[src/rtl/pulse_stretcher.sv]
// Stretches single-cycle event pulses into HIGH_CYCLES-long high windows, each followed by a GAP_CYCLES low gap.
// Pulses that arrive during a window are queued in a saturating counter. Define PULSE_STRETCHER_OVERFLOW_EN to add a sticky overflow flag.
module pulse_stretcher #(
   parameter int HIGH_CYCLES = 10_000_000,
   parameter int GAP_CYCLES  = 5_000_000,
   parameter int PEND_BITS   = 3
) (
   input  logic                 clk,
   input  logic                 reset,
   input  logic                 input_pulse,
   output logic                 output_stretched,
   output logic                 busy,
   output logic [PEND_BITS-1:0] pending
`ifdef PULSE_STRETCHER_OVERFLOW_EN
   ,
   output logic                 overflow
`endif
);

   localparam logic [1:0] S_IDLE = 2'd0;
   localparam logic [1:0] S_HIGH = 2'd1;
   localparam logic [1:0] S_GAP  = 2'd2;

   localparam int MAX_C = (HIGH_CYCLES > GAP_CYCLES) ? HIGH_CYCLES : GAP_CYCLES;
   localparam int CNT_W = (MAX_C > 1) ? $clog2(MAX_C) : 1;

   localparam logic [CNT_W-1:0]     HIGH_LAST = CNT_W'(HIGH_CYCLES - 1);
   localparam logic [CNT_W-1:0]     GAP_LAST  = CNT_W'(GAP_CYCLES - 1);
   localparam logic [CNT_W-1:0]     CNT_ONE   = CNT_W'(1);
   localparam logic [PEND_BITS-1:0] P_ONE     = PEND_BITS'(1);
   localparam logic [PEND_BITS-1:0] P_FULL    = '1;

   logic [1:0]           state_q, state_d;
   logic [CNT_W-1:0]     cnt_q, cnt_d;
   logic [PEND_BITS-1:0] p_q, p_d;
   logic                 out_q, out_d;
   logic                 busy_q, busy_d;
   logic                 drop;

   always_comb begin
      state_d = state_q;
      cnt_d   = cnt_q;
      p_d     = p_q;
      drop    = 1'b0;
      case (state_q)
         S_IDLE: begin
            if (input_pulse) begin
               state_d = S_HIGH;
               cnt_d   = '0;
            end
         end
         S_HIGH: begin
            if (cnt_q == HIGH_LAST) begin
               state_d = S_GAP;
               cnt_d   = '0;
            end else begin
               cnt_d = cnt_q + CNT_ONE;
            end
            if (input_pulse) begin
               if (p_q == P_FULL) drop = 1'b1;
               else               p_d  = p_q + P_ONE;
            end
         end
         S_GAP: begin
            if (cnt_q == GAP_LAST) begin
               cnt_d = '0;
               // A pulse arriving with the dequeue cancels it: P is unchanged and the pulse is never dropped
               if (p_q != '0 || input_pulse) begin
                  state_d = S_HIGH;
                  if (!input_pulse) p_d = p_q - P_ONE;
               end else begin
                  state_d = S_IDLE;
               end
            end else begin
               cnt_d = cnt_q + CNT_ONE;
               if (input_pulse) begin
                  if (p_q == P_FULL) drop = 1'b1;
                  else               p_d  = p_q + P_ONE;
               end
            end
         end
         default: begin
            state_d = S_IDLE;
            cnt_d   = '0;
         end
      endcase
      // Outputs are registered from the next state so that they line up with it
      out_d  = (state_d == S_HIGH);
      busy_d = (state_d != S_IDLE);
   end

   always_ff @(posedge clk) begin
      if (reset) begin
         state_q <= S_IDLE;
         cnt_q   <= '0;
         p_q     <= '0;
         out_q   <= 1'b0;
         busy_q  <= 1'b0;
      end else begin
         state_q <= state_d;
         cnt_q   <= cnt_d;
         p_q     <= p_d;
         out_q   <= out_d;
         busy_q  <= busy_d;
      end
   end

   assign output_stretched = out_q;
   assign busy             = busy_q;
   assign pending          = p_q;

`ifdef PULSE_STRETCHER_OVERFLOW_EN
   logic overflow_q, overflow_d;

   always_comb overflow_d = overflow_q | drop;

   always_ff @(posedge clk) begin
      if (reset) overflow_q <= 1'b0;
      else       overflow_q <= overflow_d;
   end

   assign overflow = overflow_q;
`else
   logic unused_drop;
   assign unused_drop = drop;
`endif

endmodule

[config.mk]
export PLATFORM = sky130hd
export DESIGN_NAME = pulse_stretcher
export DESIGN_NICKNAME = d
export VERILOG_FILES = /design/src/rtl/pulse_stretcher.sv
export SDC_FILE = /design/constraint.sdc
export NUM_CORES = 1
export LEC_CHECK = 0
export ABC_AREA = 1
export CAP_MARGIN = 20
export CORE_MARGIN = 1
export CORE_UTILIZATION = 52
export CTS_BUF_LIST = sky130_fd_sc_hd__clkbuf_4 sky130_fd_sc_hd__clkbuf_8
export DETAILED_ROUTE_END_ITERATION = 6
export GPL_TIMING_DRIVEN = 0
export PLACE_DENSITY = 0.71
export SLEW_MARGIN = 5
export SYNTH_ARGS = -nofsm -noshare
export SYNTH_HDL_FRONTEND = slang
export SYNTH_SLANG_ARGS = --single-unit
export TNS_END_PERCENT = 1
[constraint.sdc]
create_clock -name clk -period 2.9 [get_ports clk]
set_clock_uncertainty 0.15 [all_clocks]
set_input_delay 0.435 -clock clk [delete_from_list [all_inputs] [get_ports clk]]
set_output_delay 0.435 -clock clk [all_outputs]
set_load 0.01 [all_outputs]
Word-level counts from Yosys, hierarchy flattened
Cells that the tools add are included.
{"block": "op_classes", "addsub": 3, "eq_ne": 9, "mux": 15, "reduce_logical": 6}
{"cell": "$mux 24", "count": 3}
{"cell": "$pmux 24 s3", "count": 1}
{"cell": "$add 24x1->24 const B", "count": 1}
{"cell": "$eq 24x23->1 const B", "count": 1}
{"cell": "$eq 24x24->1 const B", "count": 1}
{"cell": "$mux 3", "count": 5}
{"cell": "$mux 2", "count": 3}
{"cell": "$ne 3x3->1 const B", "count": 2}
{"cell": "$pmux 2 s3", "count": 1}
{"cell": "$pmux 3 s2", "count": 1}
{"cell": "$eq 2x1->1 const B", "count": 2}
{"cell": "$reduce_bool 2->1", "count": 2}
{"cell": "$add 3x1->3 const B", "count": 1}
{"cell": "$eq 3x3->1 const B", "count": 1}
{"cell": "$reduce_and 3->1", "count": 1}
{"cell": "$reduce_bool 3->1", "count": 1}
{"cell": "$sub 3x1->3 const B", "count": 1}
{"cell": "$eq 2x2->1 const B", "count": 1}
{"cell": "$logic_not 2->1", "count": 1}
{"cell": "$ne 2x2->1 const B", "count": 1}
{"cell": "$logic_or 1x1->1", "count": 1}
{"cell": "$mux 1", "count": 1}
{"block": "totals", "register_bits": 31, "input_bits": 3, "output_inout_bits": 5, "word_cells": 38}

Logic depth before layout (Yosys ltp)
Gate-level depths: netlist of run 1.
{"block": "logic_depth", "ltp_word": 6, "mapped_depth": 13, "ltp_nobuf": 12}

Worst setup path before layout of run 1
Ideal clock, no wire load.
{"block": "synth_timing", "kind": "register -> register", "startpoint": "reg state_q[0]", "endpoint": "reg cnt_q[15]", "arrival_time_ns": 1.537, "t_required_ns": 2.680, "path_slack_ns": 1.142, "stages_incl_launch_ff": 11, "synth_period_minus_slack_ns": 1.758, "path_cell_list": "dfxtp_1 -> inv_1 -> ha_1 -> inv_1 -> nor2_1 -> inv_1 -> nand2_1 -> inv_1 -> clkbuf_1 -> nand4_1 -> a21oi_1"}
{"block": "synth_via", "elab_chain_cells": 2, "elab_cells_between_ends": 5, "cone_classes": "eq/ne: 3; mux: 1; reduce/logical: 1"}
{"element": "start, declared", "line_no": "33", "rtl": "logic [1:0] state_q, state_d;"}
{"element": "start signal, assigned", "line_no": "100", "rtl": "state_q <= state_d;"}
{"element": "$eq 2x2->1, or another cell as far along", "line_no": "45", "rtl": "case (state_q)"}
{"element": "$pmux 24 s3 or $ne 2x2->1 (tied branches)"}
{"element": "end signal, assigned", "line_no": "101", "rtl": "cnt_q <= cnt_d;"}
{"element": "end, declared", "line_no": "34", "rtl": "logic [CNT_W-1:0] cnt_q, cnt_d;"}
Parallel ways exist; a longest one is shown, timed or not.
A chain may end at the register's enable or synchronous reset.

Worst setup path in the final report of run 1
{"block": "layout_timing", "startpoint": "in input_pulse", "endpoint": "reg cnt_q[15]"}
{"block": "layout_via", "elab_chain_cells": 1}
{"element": "start, declared", "line_no": "10", "rtl": "input logic input_pulse,"}
{"element": "$ne 2x2->1 (no line)"}
No other way between the ends.

==> metrics.cfg, run 1 <==
[global_route]
grt_pass1_vias=2167
antenna_found_initial=0
grt_max_degree=12
grt_pass1_wl_um=9363
grtUsageTotal_pct=27.80
grt.overflow.total=0

[power_and_ir_drop]
design_power_total_uw=899.5
ir_drop_mv=0.2928
p_per_area_mw_per_mm2=364.8
leakagePower_nw=1.020

[critical_path]
crit_path_frequent_cell=inv_1
critPathMaxStageDelay_ns=0.47
crit_path_end_kind=flop
cp_slowest_cell=clkdlybuf4s50_1
worst_ep_required_time_ns=2.91
cp_max_fo=10
worstSetupPathType=in -> reg
startpoint_type=primary input
critPathBufInv=4
cp.arrival_ns=2.32
critical_path.cell_chain=clkdlybuf4s50_1, nor2_1, inv_1, nand2_1, inv_1, clkbuf_1, nand4_1, a21oi_1
critPathTopFamily=buffers and inverters

[drt]
detail_route.first_pass.iterations=4
wl_um=5622
drt_first_iter_violations=123
drt-vias-per-instance=5.293
wire_per_inst_um=12.86
vias=2313
ant_nets=0
drc=0

[layout]
layout.nets=397
layout_commonest_cell=nand2_1
drive_gt1_share_pct=8.527
ff_latch_area_um2=620.6
antennaDiodeCount=0
multi_input_area_mm2=0.001378
n_fill_cell=427
final_core_util_pct=60.35
area_delta_synth_final_pct=9.866
final_cell_mix=nand2_1, nor2_1, inv_1

[synth]
synth-seq-cells=31
synth.avg_cell_area_um2=6.034
synth_warnings=0
synth.distinct_cells=23
synth_nets=383
netlist_area_mm2=0.002245
synth_cells=372
synth.yosys.seq_area_share_pct=27.65

[sta]
finalSetupViolCount=0
fin_setup_tns_ns=0
max_freq_ghz=0.4330
min_period_over_period_pct=79.64
rsz0062_at_grt=false
worst_pin_slew_ns=0.6320
hold_ws_ns=0.3639
slew_violations=0
hold_violations=0
fin_crit_ns=2.310
maxSlewHeadroom_pct=57.87

[floorplanning]
rows=23
core_mm2=0.004086
start_util_pct=54.93
die_area_mm2=0.004583
die_x_um=67.70
die_h_um=67.70
io_pins=8

[clock_network]
cts_resized=0
ctsHoldBuffers=0
cts-root-buf=clkbuf_8
htree_levels=2
numCtsBuffers=5
cts.sink_count=31
cts_tree=built
clk_transition_reported_paths_ns=0.07
clk_latency_ns=0.29
max-clock-path-buffers=2
cts_setup_buffers=0

[placement]
place.gp.congestion=0.9692
hpwl_um=4399
place.port_buffers=7

[worst_hold_path]
hp-class=reg -> reg

[job]
drv_cap=0

[status]
status=completed

==> metrics by stage <==
step	worst slack, ns	cells	area (µm²)
after floorplan	1.142	372	2245
after global placement	0.2883	429	2377
after detailed placement	0.2808	429	2377
after CTS	0.5937	437	2466
after global routing	0.4129	437	2466
final	0.5904	437	2466
==> routing by layer <==
metal / vias up / global-route usage, % / routed length, µm
li1: 1212 / - / -
met1: 1050 / 33.27 / 2629
met2: 44 / 48.02 / 2682
met3: 7 / 5.405 / 236
met4: 0 / 11.17 / 74
met5: - / 0 / 0
==> power by group <==
group          switching [mW]  leakage [nW]  internal [mW]
Sequential            0.00500         0.251          0.433
Clock                   0.182        0.0402          0.167
Combinational          0.0750         0.729         0.0379
Total                   0.262          1.02          0.637
==> cell type report <==
type | instances | share of cell area, %
Tap cell | 50 | 2.537
Clock buffer | 5 | 2.790
Inverter | 47 | 7.154
Multi-Input combinational cell | 281 | 55.86
Clock inverter | 3 | 0.8118
Sequential cell | 31 | 25.16
Timing Repair Buffer | 7 | 2.841
Buffer | 13 | 2.841
==> worst paths after layout <==
| check | from | slack [ns] | endpoint | depth (start not counted) |
|---|---|---|---|---|
| max | input_pulse | 0.59 | cnt_q[15] | 8 |
| min | cnt_q[8] | 0.36 | cnt_q[8] | 2 |
| max reg2reg | state_q[0] | 0.60 | cnt_q[15] | 10 |
| min reg2reg | cnt_q[8] | 0.36 | cnt_q[8] | 2 |
==> worst min-delay path: cells and delay by family, from the launching register on <==
family	cells	cell delay, ns
AOI/OAI and AO/OA	1	0.05
DFF	1	0.34
and+or+nand+nor	1	0.07
==> cell families after synthesis <==
group                    synth area share [%]
AO/OA/AOI/OAI                           7.357
XOR/XNOR                                2.341
adder cells (fa/ha/maj)                 4.459
buffers and inverters                   10.98
flip-flops                              27.65
AND/OR/NAND/NOR                         47.21
==> registers in the layout, indices dropped and copies added (netlist names) <==
signal / count
output_stretched: 1
pending: 3
state_q: 2
cnt_q: 24
busy: 1
==> synth_stat cells <==
cell,count,area (µm²)
nor2_2,4,25.02
nand3_1,39,195.2
nor3_1,3,15.01
nand2_4,1,11.26
a21oi_1,28,140.1
dfxtp_1,31,620.6
nand4_1,20,125.1
buf_2,5,25.02
buf_6,2,22.52
nor2_1,48,180.2
inv_2,1,3.750
nand3b_2,2,22.52
o21ai_0,5,25.02
nor2_4,2,22.52
xor2_1,4,35.03
nand2_1,107,401.6
inv_1,46,172.7
ha_1,8,100.1
nand3_2,3,30.03
nand2_2,3,18.77
xnor2_1,2,17.52
or2_2,2,12.51
clkbuf_1,6,22.52
Note: power is estimated with default switching activity, not from simulation.
==> run 2, diff against run 1 <==
==> constraint.sdc (replaced) <==
create_clock -name clk -period 2.4 [get_ports clk]
set_clock_uncertainty 0.15 [all_clocks]
set_input_delay 0.36 -clock clk [delete_from_list [all_inputs] [get_ports clk]]
set_output_delay 0.36 -clock clk [all_outputs]
set_load 0.01 [all_outputs]
==> run 2 against run 1 <==
Against the previous run:
- combinational power up 20%
- core utilization up 0.061 points
- non-clock buffer count unchanged
- hold slack about the same
- clock-buffer cell count unchanged
- sequential share of layout area about the same
- highest routed layer unchanged
- global-route usage unchanged
- die area unchanged
- power up 21%
- final area up 0.10%
==> metrics.cfg, run 2 (synthesis results as in run 1) <==
[sta]
min_period_over_period_pct=92.26
hold_ws_ns=0.3639
finalSetupViolCount=0
setup_ws_ns=0.1858
max_freq_ghz=0.4516
worst_pin_slew_ns=0.6277
fin_crit_ns=2.214
fin_setup_tns_ns=0
rsz0062_at_grt=false
hold_violations=0
maxSlewHeadroom_pct=58.15
slew_violations=0

[layout]
largest_register_ffs=24
multi_input_area_mm2=0.001380
final_area_mm2=0.002469
top_register=cnt_q
instances_no_fill=437
antennaDiodeCount=0
layout.nets=397
ff_latch_area_um2=620.6
area_delta_synth_final_pct=9.978
final_cell_mix=nand2_1, nor2_1, inv_1
final_core_util_pct=60.41
n_fill_cell=427
layout_commonest_cell=nand2_1
drive_gt1_share_pct=8.786

[placement]
place.gp.congestion=0.9692
dp_cells=429
place.port_buffers=7
placed_area_mm2=0.002377
place_worst_setup_slack_ns=-0.1442
hpwl_um=4399

[global_route]
antenna_found_initial=0
grtUsageTotal_pct=27.80
grt.overflow.total=0
grt_max_degree=12
grt_pass1_vias=2167
grt_pass1_wl_um=9363

[job]
drv_cap=0

[power_and_ir_drop]
design_power_total_mw=1.088
p_per_area_mw_per_mm2=440.7
ir_drop_mv=0.3536
leakagePower_nw=1.020

[floorplanning]
die_x_um=67.70
die_h_um=67.70
core_mm2=0.004086
die_area_mm2=0.004583
io_pins=8
start_util_pct=54.93
rows=23

[critical_path]
crit_path_end_kind=flop
worstSetupPathType=reg -> reg
crit_path_frequent_cell=inv_1
cp_max_fo=10
critPathMaxStageDelay_ns=0.49
cp_slowest_cell=clkbuf_1
startpoint_type=flop
critical_path.cell_chain=inv_1, ha_1, inv_1, nor2_2, inv_1, nand2_1, inv_1, clkbuf_1, nand4_1, a21oi_1
cp.arrival_ns=2.29
worst_ep_required_time_ns=2.47

[clock_network]
ctsHoldBuffers=0
cts_resized=0
cts_setup_buffers=0
clk_transition_reported_paths_ns=0.07
cts-root-buf=clkbuf_8
htree_levels=2
cts.sink_count=31
clk_latency_ns=0.29
max-clock-path-buffers=2
cts_tree=built
numCtsBuffers=5

[drt]
vias=2328
detail_route.first_pass.iterations=4
drt-vias-per-instance=5.327
drc=0
wire_per_inst_um=12.88
drt_first_iter_violations=125
ant_nets=0
wl_um=5628

[worst_hold_path]
hp-class=reg -> reg

[status]
status=completed

-- run 2: final cells by class --
type	instances	share of cell area (%)
clock buffers	5	2.788
flip-flops and latches	31	25.14
inverters	47	7.146
clock inverters	3	0.8109
multi-input cells	281	55.90
plain buffers	13	2.838
well taps	50	2.534
repair buffers	7	2.838
-- run 2: path summary, 6_finish.rpt --
kind                    from   endpoint  slack [ns]  cells past startpoint
setup / recovery  state_q[0]  cnt_q[15]        0.19                     10
hold reg to reg     cnt_q[8]   cnt_q[8]        0.36                      2
setup reg to reg  state_q[0]  cnt_q[15]        0.19                     10
hold / removal      cnt_q[8]   cnt_q[8]        0.36                      2
-- run 2: critical path: cells and delay by family, from the launching register on --
kind / cells / cell delay [ns]
flip-flops: 1 / 0.40
AO/OA/AOI/OAI: 1 / 0.16
AND/OR/NAND/NOR: 3 / 0.38
adder cells (fa/ha/maj): 1 / 0.20
buffers and inverters: 5 / 0.86
-- run 2: report_power, final --
group,internal [mW],switching [mW]
Combinational,0.0460,0.0904
Sequential,0.523,0.00604
Clock,0.202,0.221
-- run 2: metal layers --
layer	wire length [µm]	part of all wire, %	track usage [%]
met1	2636	47	33.27
met2	2673	47	48.02
met3	243	4.3	5.405
met4	74	1.3	11.17
met5	0	0	0
